**config.mk**
```make
export PLATFORM = sky130hd
export DESIGN_NAME = sprite_render
export DESIGN_NICKNAME = d
export VERILOG_FILES = /design/src/rtl/sprite_render_pkg.sv /design/src/rtl/sprite_render.sv
export SDC_FILE = /design/constraint.sdc
export NUM_CORES = 1
export LEC_CHECK = 0
export BUFFER_PORTS_ARGS = -buffer_cell sky130_fd_sc_hd__buf_2
export CORE_UTILIZATION = 59
export CTS_BUF_LIST = sky130_fd_sc_hd__clkbuf_4
export CTS_CLUSTER_DIAMETER = 50
export DETAILED_ROUTE_END_ITERATION = 8
export PLACE_DENSITY = 0.95
export RECOVER_POWER = 100
export SYNTH_ARGS = -nofsm -noshare
export SYNTH_HDL_FRONTEND = slang
export SYNTH_SLANG_ARGS = --single-unit
```
**constraint.sdc**
```tcl
create_clock -name clk -period 4.5 [get_ports clk]
set_clock_uncertainty 0.15 [all_clocks]
set_input_delay 1.35 -clock clk [delete_from_list [all_inputs] [get_ports clk]]
set_output_delay 1.35 -clock clk [all_outputs]
set_load 0.01 [all_outputs]
```
**src/rtl/sprite_render_pkg.sv**
```systemverilog
// Shared sprite constants: sheet geometry, ROM address width and colour key.
package sprite_render_pkg;

    localparam int         SHEET_W     = 64;
    localparam int         SHEET_H     = 64;
    localparam int         ROM_AW      = 12;
    localparam logic [7:0] KEY_DEFAULT = 8'hE3;

    // Row-major sheet address: upper six bits select the row, lower six the column.
    function automatic logic [ROM_AW-1:0] sheet_addr(input logic [5:0] row,
                                                     input logic [5:0] col);
        return {row, col};
    endfunction

endpackage

```
**src/rtl/sprite_render.sv**
```systemverilog
// Sprite renderer: maps the scan position onto a scaled sprite frame in an
// external 64x64 RGB332 sheet ROM and flags opaque pixels, three clocks later.
module sprite_render
    import sprite_render_pkg::*;
#(
    parameter int         SPR_W      = 16,
    parameter int         SPR_H      = 16,
    parameter int         SCALE_LOG2 = 1,
    parameter logic [7:0] KEY        = KEY_DEFAULT
) (
    input  logic              clk,
    input  logic              rst,
    input  logic [9:0]        hcount,
    input  logic [9:0]        vcount,
    input  logic              pix_valid,
    input  logic              frame_start,
    input  logic [8:0]        hoffset,
    input  logic [8:0]        voffset,
    input  logic [9:0]        xpos,
    input  logic [9:0]        ypos,
    output logic [ROM_AW-1:0] rom_addr,
    input  logic [7:0]        rom_data,
    output logic [7:0]        sprite_px,
    output logic              sprite_hit
);

    // On-screen box extent, kept 11 bits wide so boxes near column 1023 do not wrap.
    localparam logic [10:0] DW = 11'(SPR_W << SCALE_LOG2);
    localparam logic [10:0] DH = 11'(SPR_H << SCALE_LOG2);

    logic [5:0]  ho_l;
    logic [5:0]  vo_l;
    logic [9:0]  x_l;
    logic [9:0]  y_l;
    logic [10:0] x_end;
    logic [10:0] y_end;
    logic        in_box;
    logic [9:0]  dx;
    logic [9:0]  dy;
    logic [9:0]  dx_s;
    logic [9:0]  dy_s;
    logic [5:0]  col;
    logic [5:0]  row;
    logic        box_d1;
    logic        box_d2;
    logic        unused_bits;

    // Only the low six offset bits address the 64-wide sheet; the rest are dropped.
    assign unused_bits = ^{hoffset[8:6], voffset[8:6], dx_s[9:6], dy_s[9:6]};

    assign x_end  = {1'b0, x_l} + DW;
    assign y_end  = {1'b0, y_l} + DH;
    assign in_box = pix_valid
                  && (hcount >= x_l) && ({1'b0, hcount} < x_end)
                  && (vcount >= y_l) && ({1'b0, vcount} < y_end);

    assign dx   = hcount - x_l;
    assign dy   = vcount - y_l;
    assign dx_s = dx >> SCALE_LOG2;
    assign dy_s = dy >> SCALE_LOG2;
    assign col  = dx_s[5:0];
    assign row  = dy_s[5:0];

    // Shadow registers: capture placement only at frame start so a frame never tears.
    always_ff @(posedge clk or posedge rst) begin
        if (rst) begin
            ho_l <= '0;
            vo_l <= '0;
            x_l  <= '0;
            y_l  <= '0;
        end else if (frame_start) begin
            ho_l <= hoffset[5:0];
            vo_l <= voffset[5:0];
            x_l  <= xpos;
            y_l  <= ypos;
        end
    end

    // Stage 1: issue the sheet address; hold it outside the box to avoid toggling.
    always_ff @(posedge clk or posedge rst) begin
        if (rst) begin
            rom_addr <= '0;
            box_d1   <= 1'b0;
        end else begin
            box_d1 <= in_box;
            if (in_box) begin
                rom_addr <= sheet_addr(vo_l + row, ho_l + col);
            end
        end
    end

    // Stage 2: box flag waits while the ROM reads the stage-1 address.
    always_ff @(posedge clk or posedge rst) begin
        if (rst) begin
            box_d2 <= 1'b0;
        end else begin
            box_d2 <= box_d1;
        end
    end

    // Stage 3: register the pixel and mark it opaque unless it matches the key.
    always_ff @(posedge clk or posedge rst) begin
        if (rst) begin
            sprite_px  <= 8'h00;
            sprite_hit <= 1'b0;
        end else begin
            sprite_px  <= box_d2 ? rom_data : 8'h00;
            sprite_hit <= box_d2 && (rom_data != KEY);
        end
    end

endmodule

```
==> out/metrics.sh <==
POST-CTS-SETUP-BUFFER-COUNT=0
INITIAL_UTILIZATION_PCT=62.13
MAX-CLOCK-PATH-BUFFERS=2
START_KIND='primary input'
NNETSFINAL=519
TOTAL_AREA_OF_MULTI_INPUT_COMBINATIONAL_CELLS_UM2=1904
REGAREA_UM2=1376
WORST_IR_DROP_VDD_V=0.0002365
CTS_MAX_LEVEL=2
CLOCK_TREE_FROM_TRITONCTS='done'
RESIZED_AFTER_CTS=0
YOSYS_REGISTER_BITS=55
YOSYS.CELL_TYPES.COUNT=46
DETAIL_ROUTE.WIRELENGTH_MM=7.210
ROUTE.VIAS.TOTAL=2598
COMBPWRFRAC_PCT=36.1
CRIT_TYPE='in2reg'
DRIVE_ABOVE_1_SHARE_PCT=23.51
DRV_SLEW=107
MAPPED_CELL_AREA_UM2=3463
WORST-ENDPOINT-ARRIVAL_PS=3870
RUN_STATUS='finished, violations left'
LEAKAGEPOWER_nW=1.954
CRIT_REQUIRED_PS=4620
PLACE_CONGESTION=0.8457
CTS_NUM_SINKS=55
POWER_PER_CELL_AREA_nW_PER_UM2=377.5
VIOLATED_CHECKS='capacitance limit, slew limit'
CORE.ROWCOUNT=27
TOTAL_POWER_mW=1.501
CLOCKROOTBUFFER='clkbuf_4'
POST_SYNTH_TOP_FLOP='dfrtp_1'
POWER_SWITCHING_uW=490.9
CELLINTERNALPOWER_mW=1.010
MAX_SLEW_MARGIN_PCT=-35.00
MAXCAPVIOLCOUNT=2
DRTITER0DRC=98
SYNTH_WARNINGS=0
FIN_AREA_UM2=3975
SYNTH_ASYNC_SR_FLOP_SHARE_PCT=100.0
ROUTE.DETAILED.WL_PER_INST_UM=15.15
GRT_SETUP_UNREPAIRED='no'
DIEAREA_UM2=6180
SYNTH_TOP_CELLS_BY_AREA='dfrtp_1 (40%), ha_1 (15%), mux2_2 (5.5%)'
FINAL.MIN_CLOCK_PERIOD_PS=3749
PLACE_AREA_UM2=3940
POWER.SHARE.SEQUENTIAL_PCT=41.5
SHARE_OF_TOTAL_POWER_IN_THE_CLOCK_NETWORK_PCT=22.4
FILLER_CELL_COUNT=433
SYNTHTOLAYOUTAREAGROWTH_PCT=14.78
GRT_ANTENNA_BEFORE_REPAIR=0
GRT_PASS1_WL_MM=11.96
DIE_HEIGHT_UM=78.62
TIMING.FINAL.SETUP_VIOLATIONS=0
BUFFER_PORTS.INSERTED=84
OVERFLOW=0
SETUP_TOTAL_NEGATIVE_SLACK_PS=0
SYNTH_EDF_COUNT=0
HOLDBUFCOUNTCTS=0
SWITCHING_SHARE_PCT=32.71
CRIT_PATH_END_KIND='flop'
DRT_PASS1_ITERATIONS=4
SYNTH_LARGEST_TYPE_AREA_FRACTION_PCT=39.74
SYNTH_SEQ_AREA_SHARE_PCT=39.74
PORTS=91
CORE_REGION_AREA_UM2=5574
GRT_PASS1_VIAS=2709
DIE_WIDTH_UM=78.62
SYN_AVG_CELL_AREA_UM2=10.86
GRT_MAX_DEGREE=56
CRITICAL_PATH.MAX_FANOUT=4
ANTENNA_CELLS=0
CTS_INSERTED_BUFFERS=5
HOLD_VIOL_FINAL=0
AVGVIACOUNTPERCELL=5.458
WORSTHOLDPATHTYPE='reg2reg'
DRCVIOLATIONCOUNT=0
YOSYSTOPAREACELL='dfrtp_1'
FIN_CRIT_SH_PCT=83.31
PLACE_HPWL_MM=5.652
WORSTSKEWPAIRLATENCY_PS=380
LEAST_MARGIN_PIN_SLEW_PS=2023
CTS.CLK_SLEW.WORST_PATHS_PS=160
GR-USAGE-ALL-LAYERS_PCT=24.74
MAX_CLOCK_FREQ_MHz=266.7
POST_SYN_INSTANCES=319
DETAIL-ROUTE-ANTENNA-NETS=0
SYN_NETS=435
## cell usage in the layout (no fill, tap or decap), types with 2 or more instances in the layout
cell / netlist / layout
a211oi_1: 2 / 2
a21o_1: 7 / 7
a21oi_1: 15 / 15
and2_0: 0 / 4
and2_1: 8 / 4
and3_1: 2 / 2
buf_2: 0 / 60
bufinv_16: 0 / 2
clkbuf_1: 5 / 24
clkbuf_4: 0 / 6
dfrtp_1: 55 / 55
fa_1: 4 / 4
ha_1: 42 / 42
inv_1: 29 / 29
mux2_1: 0 / 9
mux2_2: 17 / 17
nand2_1: 26 / 26
nand3_1: 8 / 8
nand4b_1: 1 / 2
nor2_1: 6 / 6
nor2b_1: 2 / 2
nor3_2: 2 / 2
o211ai_1: 5 / 5
o21a_1: 3 / 3
o21ai_0: 24 / 24
xnor2_1: 17 / 17
xor2_1: 7 / 7
## synth_stat cells (4+ instances only)
| library cell | number |
|---|---|
| a21o_1 | 7 |
| a21oi_1 | 15 |
| and2_1 | 8 |
| clkbuf_1 | 5 |
| dfrtp_1 | 55 |
| fa_1 | 4 |
| ha_1 | 42 |
| inv_1 | 29 |
| mux2_2 | 17 |
| mux2_4 | 9 |
| nand2_1 | 26 |
| nand3_1 | 8 |
| nor2_1 | 6 |
| o211ai_1 | 5 |
| o21ai_0 | 24 |
| xnor2_1 | 17 |
| xor2_1 | 7 |
## worst max-delay path, stage by stage
cell,delay (ps)
buf_2,90
inv_1,40
ha_1,150
inv_1,60
fa_1,420
a21o_1,180
a21oi_1,190
xnor2_1,150
ha_1,290
nand2_1,90
o211ai_1,90
a21oi_1,230
xnor2_1,170
xnor2_1,80
mux2_1,280
## cell families after synthesis
group / synth area share [%]
buffers and inverters: 4.118
AND/OR/NAND/NOR: 9.393
multiplexers: 9.429
XOR/XNOR: 6.069
flip-flops: 39.74
adder cells (fa/ha/maj): 17.49
AO/OA/AOI/OAI: 13.76
## power groups by stage
stage | sequential (mW) | combinational (mW) | clock, mW
final | 0.622 | 0.542 | 0.337
after detailed placement | 0.632 | 0.588 | 0
after CTS | 0.622 | 0.596 | 0.343
after floorplan | 0.651 | 0.397 | 0
after global placement | 0.627 | 0.554 | 0
after global routing | 0.631 | 0.601 | 0.355
## area by class of cell
cell class	count	area share, %
well taps	72	2.266
inverters	29	2.738
clock buffers	6	1.133
repair buffers	84	9.821
flip-flops and latches	55	34.62
multi-input cells	228	47.91
clock inverters	2	1.511
## final timing paths
check                                        start                       end  slack (ps)  depth (start not counted)
min in group asynchronous                      rst    sprite_px[4]$_DFF_PP0_        1470                          2
max in group asynchronous                      rst       ho_l[3]$_DFFE_PP0P_        1590                          2
worst min-delay path              box_d1$_DFF_PP0_          box_d2$_DFF_PP0_         230                          0
worst min register to register    box_d1$_DFF_PP0_          box_d2$_DFF_PP0_         230                          0
worst max register to register  y_l[5]$_DFFE_PP0P_  rom_addr[11]$_DFFE_PP0P_        1200                          8
worst max-delay path                     hcount[0]   rom_addr[5]$_DFFE_PP0P_         750                         15
## registers in the layout (all words and copies together), names as in the netlist
name and flops:
box_d1 1, box_d2 1, ho_l 6, rom_addr 12
sprite_hit 1, sprite_px 8, vo_l 6, x_l 10
y_l 10
## through the flow
stage	cells	hold WS (ps)	util [%]	worst slack, ps
final	476	227.4	71.31	751.1
after global routing	476	244.5	71.31	528.7
after CTS	476	246.2	72.57	780.5
after detailed placement	468	208.7	70.68	425.9
after global placement	468	183.6	70.68	495.4
after floorplan	319	181.2	-	706.3
## metal layers
layer  GRT usage, %  part of all wire [%]
met5              0                     0
met4          7.407                   1.8
met3          4.767                   4.4
met2          46.70                    53
met1          27.77                    41
Power figures use the tool's default switching activity.
